===== src/rtl/hazard_pkg.sv =====
// hazard_pkg -- shared definitions for the pipeline hazard unit.
//   fwd_sel_e : operand source select driven on ForwardAE/ForwardBE
//   REG_PC    : register address that never takes part in a dependency match
//   CNT_W     : width of the stall/flush event counters
//   tag_match : address compare that treats the PC register as never matching
package hazard_pkg;

  typedef enum logic [1:0] {
    FWD_RF  = 2'b00,
    FWD_WB  = 2'b01,
    FWD_MEM = 2'b10
  } fwd_sel_e;

  localparam logic [3:0] REG_PC = 4'hF;
  localparam int         CNT_W  = 16;

  // r15 reads come from the PC path, so a dependency on it is never real.
  function automatic logic tag_match(input logic [3:0] a, input logic [3:0] b);
    return (a == b) && (a != REG_PC);
  endfunction

endpackage


===== src/rtl/hazard_sat_counter.sv =====
// hazard_sat_counter -- up-counter that sticks at all-ones.
//   clk   : clock, rising edge
//   reset : synchronous active-high clear
//   inc   : add one this cycle
//   count : current value, saturates at 2**width-1
module hazard_sat_counter #(
  parameter int width = 16
) (
  input  logic             clk,
  input  logic             reset,
  input  logic             inc,
  output logic [width-1:0] count
);

  localparam logic [width-1:0] CNT_MAX = '1;
  localparam logic [width-1:0] CNT_ONE = {{(width-1){1'b0}}, 1'b1};

  always_ff @(posedge clk) begin
    if (reset) begin
      count <= '0;
    end else if (inc && (count != CNT_MAX)) begin
      count <= count + CNT_ONE;
    end
  end

endmodule


===== src/rtl/hazard_unit.sv =====
// hazard_unit -- stall, flush and forwarding control for a 5-stage pipeline.
//   clk, reset                    : clock and synchronous active-high reset
//   Ra1D, Ra2D, WA3D              : decode-stage source/destination addresses
//   RegWriteE/M/W, MemtoRegE      : per-stage write enables, execute load flag
//   PCSrcD/E/M/W, BranchTakenE    : pending PC writes and taken branch
//   StallF, StallD, FlushD, FlushE: pipeline register control
//   ForwardAE, ForwardBE          : execute operand source select
//   StallCount, FlushCount        : saturating counts of StallD / FlushE cycles
// Build option: define HAZARD_FORWARDING_EN to enable operand forwarding with
// load-use stalls only; without it forwarding is off and any RAW dependency
// on E or M stalls decode.
module hazard_unit
  import hazard_pkg::*;
(
  input  logic             clk,
  input  logic             reset,
  input  logic [3:0]       Ra1D,
  input  logic [3:0]       Ra2D,
  input  logic [3:0]       WA3D,
  input  logic             RegWriteE,
  input  logic             RegWriteM,
  input  logic             RegWriteW,
  input  logic             MemtoRegE,
  input  logic             PCSrcD,
  input  logic             PCSrcE,
  input  logic             PCSrcM,
  input  logic             PCSrcW,
  input  logic             BranchTakenE,
  output logic             StallF,
  output logic             StallD,
  output logic             FlushD,
  output logic             FlushE,
  output logic [1:0]       ForwardAE,
  output logic [1:0]       ForwardBE,
  output logic [CNT_W-1:0] StallCount,
  output logic [CNT_W-1:0] FlushCount
);

  logic [3:0] Ra1E, Ra2E, WA3E, WA3M, WA3W;
  logic       data_stall;
  logic       pc_wr_pending;

  // Decode -> execute -> memory -> writeback address tags
  always_ff @(posedge clk) begin
    if (reset) begin
      Ra1E <= '0;
      Ra2E <= '0;
      WA3E <= '0;
      WA3M <= '0;
      WA3W <= '0;
    end else begin
      if (FlushE) begin
        Ra1E <= '0;
        Ra2E <= '0;
        WA3E <= '0;
      end else begin
        Ra1E <= Ra1D;
        Ra2E <= Ra2D;
        WA3E <= WA3D;
      end
      WA3M <= WA3E;
      WA3W <= WA3M;
    end
  end

`ifdef HAZARD_FORWARDING_EN
  // Memory stage wins over writeback: it holds the younger result.
  always_comb begin
    ForwardAE = FWD_RF;
    ForwardBE = FWD_RF;
    if (!reset) begin
      if (RegWriteM && tag_match(WA3M, Ra1E))      ForwardAE = FWD_MEM;
      else if (RegWriteW && tag_match(WA3W, Ra1E)) ForwardAE = FWD_WB;
      if (RegWriteM && tag_match(WA3M, Ra2E))      ForwardBE = FWD_MEM;
      else if (RegWriteW && tag_match(WA3W, Ra2E)) ForwardBE = FWD_WB;
    end
  end

  // Load data only exists after M, so a load-use pair cannot be forwarded.
  assign data_stall = MemtoRegE && RegWriteE &&
                      (tag_match(WA3E, Ra1D) || tag_match(WA3E, Ra2D));
`else
  always_comb begin
    ForwardAE = FWD_RF;
    ForwardBE = FWD_RF;
  end

  // Without forwarding, decode waits until the producer has reached W
  // (register file writes first half, reads second half).
  assign data_stall = (RegWriteE && (tag_match(WA3E, Ra1D) || tag_match(WA3E, Ra2D))) ||
                      (RegWriteM && (tag_match(WA3M, Ra1D) || tag_match(WA3M, Ra2D)));

  logic unused_nofwd;
  assign unused_nofwd = ^{MemtoRegE, RegWriteW, Ra1E, Ra2E, WA3W};
`endif

  assign pc_wr_pending = PCSrcD || PCSrcE || PCSrcM;

  assign StallD = data_stall;
  assign StallF = data_stall || pc_wr_pending;
  assign FlushD = pc_wr_pending || PCSrcW || BranchTakenE;
  assign FlushE = data_stall || BranchTakenE;

  hazard_sat_counter #(.width(CNT_W)) u_stall_cnt (
    .clk   (clk),
    .reset (reset),
    .inc   (StallD),
    .count (StallCount)
  );

  hazard_sat_counter #(.width(CNT_W)) u_flush_cnt (
    .clk   (clk),
    .reset (reset),
    .inc   (FlushE),
    .count (FlushCount)
  );

endmodule


===== config.mk =====
export PLATFORM = sky130hd
export DESIGN_NAME = hazard_unit
export DESIGN_NICKNAME = d
export VERILOG_FILES = /design/src/rtl/hazard_pkg.sv /design/src/rtl/hazard_sat_counter.sv /design/src/rtl/hazard_unit.sv
export SDC_FILE = /design/constraint.sdc
export NUM_CORES = 1
export LEC_CHECK = 0
export ABC_AREA = 1
export CAP_MARGIN = 20
export CORE_UTILIZATION = 53
export CTS_BUF_LIST = sky130_fd_sc_hd__clkbuf_8 sky130_fd_sc_hd__clkbuf_16
export DETAILED_ROUTE_END_ITERATION = 16
export HOLD_SLACK_MARGIN = 0.03
export PLACE_DENSITY = 0.88
export SYNTH_ARGS = -nofsm -noshare
export SYNTH_HDL_FRONTEND = slang
export SYNTH_SLANG_ARGS = --single-unit

===== constraint.sdc =====
create_clock -name clk -period 3.4 [get_ports clk]
set_input_delay 0.68 -clock clk [delete_from_list [all_inputs] [get_ports clk]]
set_output_delay 0.68 -clock clk [all_outputs]
set_load 0.02 [all_outputs]

==> key figures, run 1 <==
Power
  • Leakage power: 1.32 nW
  • VDD IR max: 0.000244 V
  • P per Cell Area: 309 nW/µm²

Critical path
  • Arr. time, crit path: 2.49 ns
  • CP Capture Type: output pin
  • Crit path top cell by count: nand2_1
  • FF-to-FF End: u_stall_cnt.count[0]
  • Worst-path cell chain: clkdlybuf4s50_1 -> inv_1 -> nand2_1 -> nand2_1 -> nor2_1 -> nand2_1 -> nand2_1 -> nand2_1 -> nand3_1 -> clkdlybuf4s50_1
  • Setup crit start kind: input pin
  • Max incr delay on CP: 0.63 ns
  • Critical setup path kind: input pin to output pin
  • R2R setup slack: 1.47 ns
  • R2r startpoint: u_stall_cnt.count[0]
  • Reg2reg path depth: 10
  • Worst EP required: 2.72 ns
  • Worst-path fanout max: 4
  • CP max stage cell: clkdlybuf4s50_1

Synth
  • Register area share after synthesis: 0.328
  • Post-Syn Area per Cell: 6.32 µm²
  • Total number of yosys warnings: 0
  • Mapped Area: 2440 µm²
  • Largest cells by area after synthesis: dfxtp_1 (33%), nand2_1 (18%), nor2_1 (8.8%)
  • Top-area cell type share of the netlist area: 0.328
  • Seq cells post-synth: 40
  • Synth area leader: dfxtp_1
  • Number of distinct library cells after synthesis: 29
  • Mapped Cells: 387

CTS
  • Root buffer cell: clkbuf_8
  • Clk Latency, worst-skew pair: 0.29 ns
  • Hold_buf cts: 0
  • H-tree levels: 2
  • Max Root-Sink Buffers: 2
  • Clk sinks: 40
  • Post-CTS Setup Repair Bufs: 0
  • CTS Buf Count: 5
  • CTS tree: built
  • Cts repair resizes: 0
  • Worst-path clk slew: 0.08 ns

Cells and area
  • ANT cells: 0
  • FF+latch area: 801 µm²
  • Commonest non-fill, non-tap cell in the layout: nand2_1
  • Layout fillers: 392
  • Layout cells sized above 1: 0.0792
  • Number of nets in the layout: 466
  • Most frequent cells in the layout: nand2_1 (114), nor2_1 (57), clkdlybuf4s50_1 (56), inv_1 (43), nand3_1 (41)
  • Syn-to-layout area delta: 26.9%
  • Area of the multi-input gates: 1380 µm²

Route
  • Via count: 2,503
  • Drt initial violations: 154
  • Drt total wl: 5.66 mm
  • DRC violations left: 0
  • Vias per cell: 5.07
  • Antenna-violating nets left: 0
  • Initial DRT Pass Iterations: 4
  • Drt wl/cell: 11.4 µm

Global route
  • Tot GR Track Use: 0.245
  • Vias in the first global route: 2,278
  • Global route overflow: 0
  • Antenna violations before repair: 0
  • Largest net degree at the start of global routing: 32
  • First-pass GRT wire length: 9.82 mm

Floorplan
  • FP Rows: 24
  • Boundary Pins: 63
  • Placeable Area: 4380 µm²
  • Chip width: 69.9 µm
  • Starting density of the core: 0.558
  • Area of the die: 4890 µm²
  • Die H: 69.9 µm

STA
  • Max Transition Viols Final: 0
  • Max_slew headroom: 0.603
  • Setup total negative slack: 0 ns
  • Fin worst setup slack: 0.232 ns
  • Fin crit period: 3.17 ns
  • Tcrit/Tclk final: 0.932
  • F_max: 316 MHz
  • Final setup viols: 0
  • Worst-margin pin slew: 0.594 ns
  • RSZ-0062 raised after global routing: false
  • Count of final hold-check violations: 0
  • Worst Clk Skew: 0.00624 ns

Min path
  • Worst Hold Endpoint: u_stall_cnt.count[15]
  • HP Class: register to register
  • Hold Crit Start: u_stall_cnt.count[15]
  • Hold depth: 2

Place
  • GP Congestion: 0.880
  • Port buffer count: 56
  • Pre-CTS setup slack: 0.226 ns
  • HPWL Detailed: 4.22 mm

Outcome
  • Status: finished clean

Run
  • Max-cap viol count: 0
critical path: cells and delay by family:
kind | cells | cell delay, ns
AND/OR/NAND/NOR | 7 | 0.60
buffers and inverters | 3 | 1.20
per-stage QoR:
step                std cells   util  hold slack [ns]  area, µm²  total power [mW]
finish                    494  0.708            0.500       3100             0.958
floorplan                 390      -            0.452       2460             0.587
CTS                       494  0.708            0.500       3100             0.969
detailed placement        486  0.686            0.486       3010             0.641
global route              494  0.708            0.524       3100              1.01
global placement          486  0.686            0.481       3010             0.637
Yosys cell counts:
cell type  instances
a21oi_1           18
nor3_2             2
buf_2              4
nand3_1           41
nand2_2            1
nor2_1            57
o21a_1             2
nand2_1          114
xor2_1             7
and3_2             1
nor2_4             1
buf_4              5
xnor2_1            7
nand2_4            2
inv_2              7
nor3_1             5
o21ai_1            1
a21oi_2           10
nand3b_1           2
nor3b_1            1
clkbuf_1           4
inv_1             42
a31oi_1            1
nand4_1            6
buf_6              2
nand3_2            1
ha_1               2
conb_1             1
dfxtp_1           40
cell type report:
type | count | area share
tap | 52 | 0.0210
sequential | 40 | 0.258
multi-input combinational | 286 | 0.444
timing repair buffer | 59 | 0.188
clock inverter | 2 | 0.00363
clock buffer | 6 | 0.0266
inverter | 49 | 0.0593
worst max path at each step:
stage / from / to / depth (start not counted)
after global routing: Ra1D[3] / FlushE / 10
after detailed placement: Ra2D[2] / FlushE / 10
after CTS: Ra2D[2] / FlushE / 10
after global placement: Ra2D[1] / FlushE / 10
after floorplan: Ra2D[1] / FlushE / 9
final: Ra2D[2] / FlushE / 10
routing by layer:
| metal | global-route usage | routed length [µm] |
|---|---|---|
| met5 | 0 | 0 |
| met1 | 0.312 | 2590 |
| met3 | 0.0519 | 302 |
| met2 | 0.418 | 2700 |
| met4 | 0.0667 | 63 |
power breakdown:
part	switching, mW	internal [mW]
Sequential	0.0106	0.477
Clock	0.165	0.162
Combinational	0.0816	0.0616
Total	0.257	0.701
registers in the layout (all words and copies together) (netlist names):
register	cells
u_flush_cnt.count	16
u_stall_cnt.count	16
WA3E	4
WA3M	4
cells by family after synthesis:
logic type | count (synthesis) | share of synthesized area
fa+ha+maj | 2 | 0.0102
compound gates | 32 | 0.0834
xor+xnor | 14 | 0.0502
other cells | 1 | 0.00153
buf+inv | 64 | 0.114
simple gates | 234 | 0.413
flops | 40 | 0.328
Power figures use the tool's default switching activity.
==> run 2, diff against run 1 <==
--- a/config.mk
+++ b/config.mk
@@ -7,11 +7,11 @@
 export LEC_CHECK = 0
 export ABC_AREA = 1
 export CAP_MARGIN = 20
-export CORE_UTILIZATION = 53
+export CORE_UTILIZATION = 40
 export CTS_BUF_LIST = sky130_fd_sc_hd__clkbuf_8 sky130_fd_sc_hd__clkbuf_16
 export DETAILED_ROUTE_END_ITERATION = 16
-export HOLD_SLACK_MARGIN = 0.03
-export PLACE_DENSITY = 0.88
+export HOLD_SLACK_MARGIN = 0.05
+export PLACE_DENSITY = 0.7
 export SYNTH_ARGS = -nofsm -noshare
 export SYNTH_HDL_FRONTEND = slang
 export SYNTH_SLANG_ARGS = --single-unit
==> key figures, run 2 (synthesis results as in run 1) <==
Floorplan
  • Chip width: 80.2 µm (was 69.9 µm)
  • Die H: 80.2 µm (was 69.9 µm)
  • FP Rows: 28 (was 24)
  • Starting density of the core: 0.413 (was 0.558)
  • Placeable Area: 5920 µm² (was 4380 µm²)
  • Area of the die: 6430 µm² (was 4890 µm²)
  • Boundary Pins: 63 (unchanged)

STA
  • Setup total negative slack: 0 ns (unchanged)
  • RSZ-0062 raised after global routing: false (unchanged)
  • Max Transition Viols Final: 0 (unchanged)
  • Worst-margin pin slew: 0.633 ns (was 0.594 ns)
  • F_max: 312 MHz (was 316 MHz)
  • Max_slew headroom: 0.577 (was 0.603)
  • Fin crit period: 3.21 ns (was 3.17 ns)
  • Fin worst setup slack: 0.192 ns (was 0.232 ns)
  • Final setup viols: 0 (unchanged)
  • Tcrit/Tclk final: 0.943 (was 0.932)
  • Worst Clk Skew: 0.00873 ns (was 0.00624 ns)
  • Count of final hold-check violations: 0 (unchanged)

CTS
  • CTS Buf Count: 5 (unchanged)
  • H-tree levels: 2 (unchanged)
  • Hold_buf cts: 0 (unchanged)
  • Post-CTS Setup Repair Bufs: 0 (unchanged)
  • CTS tree: built (unchanged)
  • Worst-path clk slew: 0.08 ns (about the same)
  • Clk Latency, worst-skew pair: 0.29 ns (about the same)
  • Cts repair resizes: 0 (unchanged)
  • Clk sinks: 40 (unchanged)
  • Root buffer cell: clkbuf_8 (unchanged)
  • Max Root-Sink Buffers: 2 (unchanged)

Cells and area
  • Biggest regs: u_flush_cnt.count x16, u_stall_cnt.count x16 (unchanged)
  • Most frequent cells in the layout: nand2_1 (114), nor2_1 (57), clkdlybuf4s50_1 (56), inv_1 (42), nand3_1 (41) (was nand2_1 (114), nor2_1 (57), clkdlybuf4s50_1 (56), inv_1 (43), nand3_1 (41))
  • Final non-filler cell total: 517 (was 494)
  • Layout fillers: 592 (was 392)
  • Number of nets in the layout: 466 (unchanged)
  • FF+latch area: 801 µm² (unchanged)
  • Commonest non-fill, non-tap cell in the layout: nand2_1 (unchanged)
  • Area of the multi-input gates: 1380 µm² (unchanged)
  • ANT cells: 0 (unchanged)
  • Syn-to-layout area delta: 29.4% (was 26.9%)
  • Layout cells sized above 1: 0.0814 (was 0.0792)

Min path
  • Hold Crit Start: WA3E[0] (was u_stall_cnt.count[15])
  • Worst Hold Endpoint: WA3M[0] (was u_stall_cnt.count[15])
  • Hold depth: 2 (unchanged)
  • HP Class: register to register (unchanged)

Place
  • HPWL Detailed: 4.09 mm (was 4.22 mm)
  • Port buffer count: 56 (unchanged)
  • GP Congestion: 0.825 (was 0.880)
  • DP Cell Count: 509 (was 486)
  • Pre-CTS setup slack: 0.199 ns (was 0.226 ns)

Critical path
  • R2R setup slack: 1.50 ns (was 1.47 ns)
  • Critical setup path kind: input pin to output pin (unchanged)
  • Setup crit start kind: input pin (unchanged)
  • Worst-path fanout max: 4 (unchanged)
  • Arr. time, crit path: 2.53 ns (was 2.49 ns)
  • FF-to-FF End: u_stall_cnt.count[0] (unchanged)
  • Reg2reg path depth: 10 (unchanged)
  • CP Capture Type: output pin (unchanged)
  • R2r startpoint: u_stall_cnt.count[0] (unchanged)
  • Worst EP required: 2.72 ns (about the same)

Power
  • Leakage power: 1.33 nW (was 1.32 nW)
  • Clock network fraction of design power: 0.404 (was 0.341)
  • Sw frac: 0.245 (was 0.268)
  • Power after layout: 1.06 mW (was 0.958 mW)
  • P_int: 0.798 mW (was 0.701 mW)
  • VDD IR max: 0.000227 V (was 0.000244 V)
  • Sw Pwr: 0.260 mW (was 0.257 mW)
  • Combinational power share: 0.135 (was 0.150)
  • Part of the power in registers: 0.461 (was 0.509)
  • P per Cell Area: 334 nW/µm² (was 309 nW/µm²)

Route
  • Drt initial violations: 79 (was 154)
  • Drt wl/cell: 10.8 µm (was 11.4 µm)
  • DRC violations left: 0 (unchanged)
  • Vias per cell: 4.79 (was 5.07)
  • Via count: 2,474 (was 2,503)
  • Antenna-violating nets left: 0 (unchanged)
  • Initial DRT Pass Iterations: 4 (unchanged)
  • Drt total wl: 5.59 mm (was 5.66 mm)

Outcome
  • Status: finished clean (unchanged)

Global route
  • Antenna violations before repair: 0 (unchanged)
  • First-pass GRT wire length: 9.41 mm (was 9.82 mm)
  • Global route overflow: 0 (unchanged)
  • Largest net degree at the start of global routing: 32 (unchanged)
  • Vias in the first global route: 2,225 (was 2,278)
  • Tot GR Track Use: 0.182 (was 0.245)

Run
  • Max-cap viol count: 0 (unchanged)
[run 2: cell types whose count changed in the layout (fill, tap and decap cells not counted), sizes merged]
cell      delta
bufinv       +1
clkbuf       +1
inv          -1
clkinvlp     -1
[run 2: layout make-up]
cell class	count	share of cell area
clock buffers	7	0.0304
clock inverters	1	0.00949
inverters	49	0.0581
multi-input cells	286	0.435
flip-flops and latches	40	0.253
well taps	75	0.0297
repair buffers	59	0.184
[run 2: worst max-delay path, stage by stage]
cell	delay, ns
clkdlybuf4s50_1	0.54
inv_1	0.06
nand2_1	0.06
nand2_1	0.05
nor2_1	0.12
nand2_1	0.07
nand2_1	0.06
nand2_1	0.11
nand3_1	0.16
clkdlybuf4s50_1	0.62
[run 2: per-stage QoR]
| step | instance area [µm²] | util | hold slack [ns] |
|---|---|---|---|
| 2_1_floorplan | 2460 | - | 0.452 |
| 3_3_place_gp | 3040 | 0.513 | 0.467 |
| 3_5_place_dp | 3040 | 0.513 | 0.471 |
| 4_1_cts | 3160 | 0.534 | 0.478 |
| 5_1_grt | 3160 | 0.534 | 0.496 |
| 6_report | 3160 | 0.534 | 0.479 |
[run 2: worst max-delay path by stage]
stage          cells after the start  slack [ns]    start      to
2_1_floorplan                      9        1.26  Ra2D[1]  FlushE
3_3_place_gp                      10        0.22  Ra2D[2]  FlushE
3_5_place_dp                      10        0.20  Ra1D[3]  FlushE
4_1_cts                           10        0.19  Ra1D[3]  FlushE
5_1_grt                           10        0.07  Ra1D[1]  FlushE
6_report                          10        0.19  Ra1D[3]  FlushE
[run 2: metal layers]
layer / part of all wire / global-route usage
met1: 0.49 / 0.231
met2: 0.46 / 0.319
met3: 0.045 / 0.0284
met4: 0.0084 / 0.0429
met5: 0 / 0
[run 2: power by group through the flow]
stage | Combinational [mW] | Clock (mW) | Sequential (mW)
5_1_grt | 0.158 | 0.462 | 0.490
2_1_floorplan | 0.0843 | 0 | 0.503
3_3_place_gp | 0.141 | 0 | 0.498
6_report | 0.143 | 0.428 | 0.487
3_5_place_dp | 0.143 | 0 | 0.499
4_1_cts | 0.143 | 0.441 | 0.487
==> run 3, diff against run 2 <==
--- a/config.mk
+++ b/config.mk
@@ -12,6 +12,8 @@
 export DETAILED_ROUTE_END_ITERATION = 16
 export HOLD_SLACK_MARGIN = 0.05
 export PLACE_DENSITY = 0.7
+export REMOVE_ABC_BUFFERS = 1
+export SKIP_CTS_REPAIR_TIMING = 1
 export SYNTH_ARGS = -nofsm -noshare
 export SYNTH_HDL_FRONTEND = slang
 export SYNTH_SLANG_ARGS = --single-unit
==> key figures, run 3 (synthesis results as in run 1) <==
Outcome
  • Status: finished clean (unchanged)

Min path
  • Hold Crit Start: WA3E[3] (was WA3E[0])
  • Hold depth: 2 (unchanged)
  • HP Class: register to register (unchanged)
  • Worst Hold Endpoint: WA3M[3] (was WA3M[0])

CTS
  • CTS tree: built (unchanged)
  • CTS Buf Count: 5 (unchanged)
  • Clk sinks: 40 (unchanged)
  • Clk Latency, worst-skew pair: 0.29 ns (about the same)
  • Max Root-Sink Buffers: 2 (unchanged)
  • Root buffer cell: clkbuf_8 (unchanged)
  • Worst-path clk slew: 0.08 ns (about the same)
  • H-tree levels: 2 (unchanged)

Global route
  • Tot GR Track Use: 0.174 (was 0.182)
  • Vias in the first global route: 2,156 (was 2,225)
  • Global route overflow: 0 (unchanged)
  • Largest net degree at the start of global routing: 32 (unchanged)
  • First-pass GRT wire length: 8.92 mm (was 9.41 mm)
  • Antenna violations before repair: 0 (unchanged)

STA
  • Fin crit period: 3.14 ns (was 3.21 ns)
  • Worst-margin pin slew: 0.664 ns (was 0.633 ns)
  • F_max: 318 MHz (was 312 MHz)
  • RSZ-0062 raised after global routing: false (unchanged)
  • Tcrit/Tclk final: 0.925 (was 0.943)
  • Max_slew headroom: 0.557 (was 0.577)
  • Final setup viols: 0 (unchanged)
  • Count of final hold-check violations: 0 (unchanged)
  • Worst Clk Skew: 0.00775 ns (was 0.00873 ns)
  • Max Transition Viols Final: 0 (unchanged)
  • Setup total negative slack: 0 ns (unchanged)
  • Fin worst setup slack: 0.256 ns (was 0.192 ns)
  • Hold Worst Slack: 0.487 ns (was 0.479 ns)

Critical path
  • Worst EP required: 2.72 ns (about the same)
  • Critical setup path kind: input pin to output pin (unchanged)
  • CP Buf/Inv Count: 3 (unchanged)
  • Reg2reg path depth: 10 (unchanged)
  • Crit path launch: Ra2D[3] (was Ra1D[3])
  • FF-to-FF End: u_stall_cnt.count[0] (unchanged)
  • Worst-path fanout max: 4 (unchanged)
  • Max incr delay on CP: 0.63 ns (was 0.62 ns)
  • R2r startpoint: u_stall_cnt.count[0] (unchanged)
  • Crit path top cell by count: nand2_1 (unchanged)
  • Worst-path cell chain: clkdlybuf4s50_1 -> inv_1 -> nand2_1 -> nand2_1 -> nor2_1 -> nand2_1 -> nand2_1 -> nand2_1 -> nand3_1 -> clkdlybuf4s50_1 (unchanged)
  • R2R setup slack: 1.46 ns (was 1.50 ns)
  • CP max stage cell: clkdlybuf4s50_1 (unchanged)
  • Setup crit start kind: input pin (unchanged)
  • Arr. time, crit path: 2.46 ns (was 2.53 ns)
  • Largest delay contributor family on the critical path: buffers and inverters (unchanged)
  • CP Capture Type: output pin (unchanged)

Cells and area
  • Cell area after layout: 3130 µm² (was 3160 µm²)
  • Final non-filler cell total: 517 (unchanged)
  • ANT cells: 0 (unchanged)
  • Commonest non-fill, non-tap cell in the layout: nand2_1 (unchanged)
  • Syn-to-layout area delta: 28.0% (was 29.4%)
  • Biggest regs: u_flush_cnt.count x16, u_stall_cnt.count x16 (unchanged)
  • Number of nets in the layout: 466 (unchanged)
  • Most frequent cells in the layout: nand2_1 (114), nor2_1 (57), clkdlybuf4s50_1 (56), inv_1 (42), nand3_1 (41) (unchanged)
  • Layout cells sized above 1: 0.0814 (unchanged)
  • Util after Layout: 0.529 (was 0.534)

Power
  • Power after layout: 0.957 mW (was 1.06 mW)
  • Leakage power: 1.32 nW (was 1.33 nW)
  • VDD IR max: 0.000163 V (was 0.000227 V)
  • P per Cell Area: 306 nW/µm² (was 334 nW/µm²)

Route
  • Drt total wl: 5.42 mm (was 5.59 mm)
  • DRC violations left: 0 (unchanged)
  • Via count: 2,432 (was 2,474)
  • Drt initial violations: 78 (was 79)
  • Initial DRT Pass Iterations: 4 (unchanged)
  • Antenna-violating nets left: 0 (unchanged)
  • Vias per cell: 4.70 (was 4.79)
  • Drt wl/cell: 10.5 µm (was 10.8 µm)

Place
  • Area post-placement: 3040 µm² (unchanged)
  • HPWL Detailed: 3.94 mm (was 4.09 mm)
  • Pre-CTS setup slack: 0.264 ns (was 0.199 ns)
  • Port buffer count: 56 (unchanged)
  • GP Congestion: 0.819 (was 0.825)
  • DP Cell Count: 509 (unchanged)

Floorplan
  • Boundary Pins: 63 (unchanged)
  • Area of the die: 6430 µm² (unchanged)
  • FP Rows: 28 (unchanged)
  • Starting density of the core: 0.413 (unchanged)
  • Placeable Area: 5920 µm² (unchanged)
  • Die H: 80.2 µm (unchanged)
  • Chip width: 80.2 µm (unchanged)

Run
  • Max-cap viol count: 0 (unchanged)
==> run 3: final cells by class <==
| cell class | count | area, µm² |
|---|---|---|
| Clock buffer | 6 | 82.6 |
| Clock inverter | 2 | 10.0 |
| Fill cell | 629 | 2790 |
| Inverter | 49 | 184 |
| Multi-Input combinational cell | 286 | 1380 |
| Sequential cell | 40 | 801 |
| Tap cell | 75 | 93.8 |
| Timing Repair Buffer | 59 | 583 |
==> run 3: worst max-delay path by stage <==
stage / endpoint / slack [ns] / cells past startpoint
final: FlushE / 0.26 / 10
after global routing: FlushE / 0.10 / 10
after CTS: FlushE / 0.25 / 10
after detailed placement: FlushE / 0.26 / 10
after global placement: FlushE / 0.27 / 10
after floorplan: FlushE / 0.92 / 8
==> run 3: worst min-delay path, stage by stage (launching register included) <==
cell	delay [ns]
dfxtp_1	0.34
inv_2	0.07
nor2_1	0.04
==> run 3: power by group <==
group          leakage (nW)  internal [mW]  switching (mW)  total (mW)
Combinational         0.943         0.0615          0.0801       0.142
Sequential            0.324          0.477          0.0101       0.487
Clock                0.0510          0.162           0.166       0.328
==> run 3: per-layer routing <==
metal / track usage / up-vias / routed length (µm)
met5: 0 / - / 0
met4: 0.0589 / 0 / 57
met3: 0.0409 / 7 / 226
met2: 0.315 / 39 / 2620
met1: 0.198 / 1079 / 2530
li1: - / 1307 / -
